File: src/rtl/psg_register_decoder.sv
// Decodes the sound-chip write byte stream into tone, noise and attenuation registers.
// Define PSG_READY_EN to add the ready/busy handshake; otherwise every write is accepted.
module psg_register_decoder #(
    parameter int unsigned BUSY_TICKS = 2
) (
    input  logic       clk,
    input  logic       reset,
    input  logic       clk_div16_en,
    input  logic       we,
    input  logic [7:0] din,
    output logic       ready,
    output logic [9:0] tone0_freq,
    output logic [9:0] tone1_freq,
    output logic [9:0] tone2_freq,
    output logic [2:0] noise_ctrl,
    output logic [3:0] atten0,
    output logic [3:0] atten1,
    output logic [3:0] atten2,
    output logic [3:0] atten3,
    output logic       noise_reset
);

    logic       accept;
    logic [1:0] tgt_ch;
    logic       tgt_type;

    logic [1:0] latch_ch_q, latch_ch_d;
    logic       latch_type_q, latch_type_d;
    logic [9:0] tone_q [3];
    logic [9:0] tone_d [3];
    logic [3:0] atten_q [4];
    logic [3:0] atten_d [4];
    logic [2:0] noise_q, noise_d;
    logic       noise_reset_q, noise_reset_d;

    assign accept = we & ready;

`ifdef PSG_READY_EN
    localparam logic [3:0] BusyTicks = 4'(BUSY_TICKS);

    typedef enum logic [0:0] {StIdle, StBusy} state_e;

    state_e     state_q, state_d;
    logic [3:0] cnt_q, cnt_d;

    // The tick on the accepting edge is not counted: the counter is loaded, not decremented.
    always_comb begin
        state_d = state_q;
        cnt_d   = cnt_q;
        unique case (state_q)
            StIdle: begin
                if (we && (BUSY_TICKS != 0)) begin
                    state_d = StBusy;
                    cnt_d   = BusyTicks;
                end
            end
            StBusy: begin
                if (clk_div16_en) begin
                    cnt_d = cnt_q - 4'd1;
                    if (cnt_q == 4'd1) begin
                        state_d = StIdle;
                    end
                end
            end
            default: begin
                state_d = StIdle;
                cnt_d   = 4'd0;
            end
        endcase
    end

    always_ff @(posedge clk) begin
        if (!reset) begin
            state_q <= StIdle;
            cnt_q   <= 4'd0;
        end else begin
            state_q <= state_d;
            cnt_q   <= cnt_d;
        end
    end

    assign ready = (state_q == StIdle);
`else
    localparam int unsigned UnusedBusyTicks = BUSY_TICKS;

    logic unused_div_en;
    assign unused_div_en = clk_div16_en;
    assign ready         = 1'b1;
`endif

    // Latch bytes carry their own target; data bytes reuse the last latched one.
    always_comb begin
        latch_ch_d    = latch_ch_q;
        latch_type_d  = latch_type_q;
        tone_d        = tone_q;
        atten_d       = atten_q;
        noise_d       = noise_q;
        noise_reset_d = 1'b0;
        tgt_ch        = din[7] ? din[6:5] : latch_ch_q;
        tgt_type      = din[7] ? din[4]   : latch_type_q;

        if (accept) begin
            if (din[7]) begin
                latch_ch_d   = din[6:5];
                latch_type_d = din[4];
            end
            if (tgt_type) begin
                atten_d[tgt_ch] = din[3:0];
            end else if (tgt_ch == 2'd3) begin
                noise_d       = din[2:0];
                noise_reset_d = 1'b1;
            end else begin
                for (int i = 0; i < 3; i++) begin
                    if (tgt_ch == 2'(i)) begin
                        if (din[7]) begin
                            tone_d[i][3:0] = din[3:0];
                        end else begin
                            tone_d[i][9:4] = din[5:0];
                        end
                    end
                end
            end
        end
    end

    always_ff @(posedge clk) begin
        if (!reset) begin
            latch_ch_q    <= 2'd0;
            latch_type_q  <= 1'b0;
            for (int i = 0; i < 3; i++) begin
                tone_q[i] <= 10'd0;
            end
            for (int i = 0; i < 4; i++) begin
                atten_q[i] <= 4'hF;
            end
            noise_q       <= 3'd0;
            noise_reset_q <= 1'b0;
        end else begin
            latch_ch_q    <= latch_ch_d;
            latch_type_q  <= latch_type_d;
            tone_q        <= tone_d;
            atten_q       <= atten_d;
            noise_q       <= noise_d;
            noise_reset_q <= noise_reset_d;
        end
    end

    assign tone0_freq  = tone_q[0];
    assign tone1_freq  = tone_q[1];
    assign tone2_freq  = tone_q[2];
    assign atten0      = atten_q[0];
    assign atten1      = atten_q[1];
    assign atten2      = atten_q[2];
    assign atten3      = atten_q[3];
    assign noise_ctrl  = noise_q;
    assign noise_reset = noise_reset_q;

endmodule

File: config.mk
export PLATFORM = sky130hd
export DESIGN_NAME = psg_register_decoder
export DESIGN_NICKNAME = d
export VERILOG_FILES = /design/src/rtl/psg_register_decoder.sv
export SDC_FILE = /design/constraint.sdc
export NUM_CORES = 1
export LEC_CHECK = 0
export ABC_AREA = 1
export BUFFER_PORTS_ARGS = -buffer_cell sky130_fd_sc_hd__buf_4
export CORE_MARGIN = 3
export CORE_UTILIZATION = 50
export CTS_CLUSTER_DIAMETER = 120
export CTS_CLUSTER_SIZE = 16
export DETAILED_ROUTE_END_ITERATION = 10
export PLACE_DENSITY = 0.77
export SKIP_LAST_GASP = 1
export SLEW_MARGIN = 20
export SYNTH_ARGS = -nofsm -noshare
export SYNTH_HDL_FRONTEND = slang
export SYNTH_SLANG_ARGS = --single-unit
File: constraint.sdc
create_clock -name clk -period 1.7 [get_ports clk]
set_clock_uncertainty 0.05 [all_clocks]
set_input_delay 0.17 -clock clk [delete_from_list [all_inputs] [get_ports clk]]
set_output_delay 0.17 -clock clk [all_outputs]
set_load 0.005 [all_outputs]
# After elaboration in Yosys (flattened, before gate mapping)
# Cells that the tools add are included.
[classes] add_sub_neg=0 mul=0 div=0 n_lt_le_gt_ge=2 n_eq_ne=3 shifts=0 mux=6 bitwise_logic=6 n_reduce_logical=11
[op_table] op="5-bit AND reduction" count=6
[op_table] op="16-bit bitwise mux" count=1
[op_table] op="4-bit demux with 2-bit select" count=1
[op_table] op="1-bit inverter" count=5
[op_table] op="2-bit == test (second input constant)" count=2
[op_table] op="4-bit two-way mux" count=1
[op_table] op="3-bit greater-or-equal comparator (second input constant)" count=1
[op_table] op="3-bit by 1-bit less-than comparator with 1-bit output (second input constant)" count=1
[op_table] op="2-bit inverter with 3-bit output" count=1
[op_table] op="3-bit AND reduction" count=1
[op_table] op="3-bit OR reduction" count=1
[op_table] op="2-bit by 1-bit == test with 1-bit output (second input constant)" count=1
[op_table] op="2-bit logical NOT" count=1
[op_table] op="1-bit two-way mux" count=2
[op_table] op="2-bit two-way mux" count=1
[op_table] op="2-bit AND reduction" count=1
[op_table] op="1-bit logical AND" count=1
[word_totals] regBits=53 latch_bits=0 mem_bits_rw=0 mem_bits_ro=0 input_bits=12 wordCells=42 mem_count=0

# Depth between registers and ports, before layout
[logic_depth] ltp_word=7 depth_mapped=9 ltp_nobuf=9

# Worst setup path after synthesis
# No wires, ideal clock.
[synth_path] path_kind="register to register" start="register latch_type_q" end="register noise_q[0], in the netlist noise_ctrl[0]" setup_time_ps=116 arrival_time_ps=977 t_required_ps=1534 setup_slack_ps=557 path_stages_with_launch=9 n_path_buf=0 synth_period_minus_slack_ps=1143 cell_sequence="dfxtp_1 -> inv_1 -> nand2_1 -> nand2_4 -> nand2_1 -> nor2_1 -> inv_1 -> nor2_1 -> nor2_1"
[synth_between] elab_chain_cells=3
[synth_lines] item="from (decl)" line="28" source="logic latch_type_q, latch_type_d;"
[synth_lines] item="from (signal assigned)" line="140" source="latch_type_q <= latch_type_d;"
[synth_lines] item="1-bit two-way mux"
[synth_lines] item="1-bit inverter (no line)"
[synth_lines] item="3-bit AND reduction (no line)"
[synth_lines] item="to (signal assigned)" line="143" source="noise_q <= noise_d;"
[synth_lines] item="to (decl)" line="33" source="logic [2:0] noise_q, noise_d;"
# No other way between the ends.
# A chain may end at the register's enable or synchronous reset.

# Final worst setup path
[layout_path] start="register latch_ch_q[1]" end="register noise_q[1], in the netlist noise_ctrl[1]"
[layout_between] elab_chain_cells=3
[layout_lines] item="from (decl)" line="27" source="logic [1:0] latch_ch_q, latch_ch_d;"
[layout_lines] item="from (signal assigned)" line="139" source="latch_ch_q <= latch_ch_d;"
[layout_lines] item="2-bit two-way mux"
[layout_lines] item="2-bit == test" line="109" source="end else if (tgt_ch == 2'd3) begin"
[layout_lines] item="3-bit AND reduction (no line)"
# No other way between the ends.

==> results.toml <==
[sta]
finalCriticalPeriod_ns = 1.331
period_share_pct = 78.30
hold_viol = 0
fmax_mhz = 751.3
grt_setup_unrepaired = "false"
maxSlewViolCount = 0
setup-violations-final = 0
setup_tns_ns = 0

[logic_synthesis]
synth_fp_nets = 316
yosys_most_used_dff = "dfxtp_1"
synth_seq_cells = 53
synthArstFlopShare_pct = 0
syn-cell-area_mm2 = 0.002192
netlist-cell-type-count = 21
synth_edf_count = 0
synth.avg_cell_area_um2 = 7.211
yosysMostFrequentCell = "nand2_1"
synthTopCellsByArea = "dfxtp_1, nand2_1, nor2_1"
synth_seq_area_share_pct = 48.40
netlist.area_leader.share_pct = 48.40
netlist_instances = 304
synth_top_area_cell = "dfxtp_1"
synth_commonest_cells = "nand2_1, nor2_1, dfxtp_1"
yosys_warnings = 0

[cts]
cts_tree = "done"
cts.clk_slew.worst_paths_ns = 0.09
cts_buffer_depth = 2
ctsHtreeMaxLevel = 2
clkLatencyLatePin_ns = 0.30
cts_setup_buffers = 0
holdBufCountCts = 0
cts_resized = 0
cts_buffers = 5
cts-root-buf = "clkbuf_8"
cts_sinks = 53

[global_routing]
grt_max_degree = 54
track_usage_pct = 18.06
grt_antenna_before_repair = 0
grt_pass1_wl_um = 7314
grt_pass1_vias = 1610
grt_overflow = 0

[setup_path]
slowest_delay_ns = 0.35
crit_path_end_kind = "flop"
critPathKind = "flop to flop"
cpMaxStageDelayCell = "dfxtp_1"
path_common_cell = "nor2_1"
worstPathArrival_ns = 1.47
crit_fanout = 8
required_ns = 1.84
cp-start-kind = "flop"
cp_cell_sequence = "nand2_2 -> nand2_4 -> nand2_1 -> nor2_1 -> inv_1 -> nor2_1 -> nor2_1"

[placed_design]
dpl.hpwl_um = 3265
placed_area_mm2 = 0.002623
routabilityCongestion = 0.8450
numPortBuffers = 60

[power]
max-vdd-ir-drop_v = 0.0005098
p_seq_share_pct = 57.2
switching_share_pct = 24.65
power.density_mw_per_mm2 = 846.4
p_leak_nw = 1.447
power.switching_mw = 0.5651
combPwrFrac_pct = 12.6
intPower_mw = 1.728
clockPowerShare_pct = 30.3

[run_status]
outcome = "completed"

[final_layout]
area_delta_synth_final_pct = 23.57
antenna_cells = 0
drive_above_1_share_pct = 24.65
fin_nets = 369
final_area_mm2 = 0.002709

[detailed_routing]
routedWlPerCell_um = 11.35
viasPerCell = 4.727
vias = 1924
routed_wl_um = 4619
drt_iter0_drc = 132
ant_nets = 0
detail_route.first_pass.iterations = 4
drc = 0

[hold_path]
hold_path.class = "input port to flop"

[die]
ios = 63
die_h_um = 72.22
die_x_um = 72.22
die_area_mm2 = 0.005215
rows = 23
coreArea_mm2 = 0.004115
initial_utilization_pct = 53.27

[flow_run]
cap_violations = 0
routing by layer:
layer	part of all wire (%)	routed length, um	global-route usage (%)
met4	1.4	65	6.263
met2	46	2118	28.82
met5	0	0	0
met1	46	2118	23.15
met3	6.9	317	5.540
registers in the layout, indices dropped and copies added (netlist names):
register      count
atten0            4
atten1            4
atten2            4
atten3            4
latch_ch_q        2
latch_type_q      1
noise_ctrl        3
noise_reset       1
tone0_freq       10
tone1_freq       10
tone2_freq       10
stage by stage:
step / std cells / hold slack, ns / total power, mW / setup WS (ns) / util (%)
floorplan: 304 / 0.2533 / 1.517 / 0.5573 / -
global placement: 400 / 0.3818 / 1.624 / 0.3415 / 63.73
detailed placement: 400 / 0.3831 / 1.631 / 0.3042 / 63.73
CTS: 407 / 0.07250 / 2.323 / 0.3631 / 65.83
global route: 407 / 0.08173 / 2.418 / 0.2163 / 65.83
finish: 407 / 0.08325 / 2.293 / 0.3689 / 65.83
placed cells by master (no fill, tap or decap), drive strengths merged:
cell / instances
o211ai: 7
nor3: 4
inv: 36
o21ai: 17
nor2: 73
nand2: 81
conb: 1
a21oi: 1
nand3: 14
buf: 60
dfxtp: 53
nand4: 3
clkbuf: 7
area by class of cell:
type	instances	area [um^2]
clock buffers	7	86.33
fillers	387	1406
inverters	36	135.1
multi-input cells	201	913.4
flip-flops and latches	53	1061
well taps	50	62.56
repair buffers	60	450.4
critical path, delay by kind of cell (launching register included):
kind | cells | cell delay, ns
and+or+nand+nor | 6 | 0.70
DFF | 1 | 0.35
buffers and inverters | 1 | 0.12
path summary, 6_finish.rpt:
path              cells past startpoint  slack, ns           from             to
hold reg to reg                       2       0.42      atten0[3]      atten0[3]
setup / recovery                      7       0.37  latch_ch_q[1]  noise_ctrl[1]
setup reg to reg                      7       0.37  latch_ch_q[1]  noise_ctrl[1]
hold / removal                        3       0.08             we   latch_type_q
logic make-up (layout without fill, tap and decap cells):
logic type	Yosys count	count (layout)	synth area share [%]
simple gates	175	175	34.99
flops	53	53	48.40
buf+inv	50	103	9.932
compound gates	25	25	6.507
other cells	1	1	0.1711
power by group through the flow:
| stage | Sequential, mW | Combinational [mW] | Clock [mW] |
|---|---|---|---|
| 2_1_floorplan | 1.34 | 0.175 | 0 |
| 3_3_place_gp | 1.34 | 0.285 | 0 |
| 3_5_place_dp | 1.34 | 0.292 | 0 |
| 4_1_cts | 1.31 | 0.292 | 0.720 |
| 5_1_grt | 1.32 | 0.323 | 0.779 |
| 6_report | 1.31 | 0.288 | 0.695 |
Power figures use the tool's default switching activity.
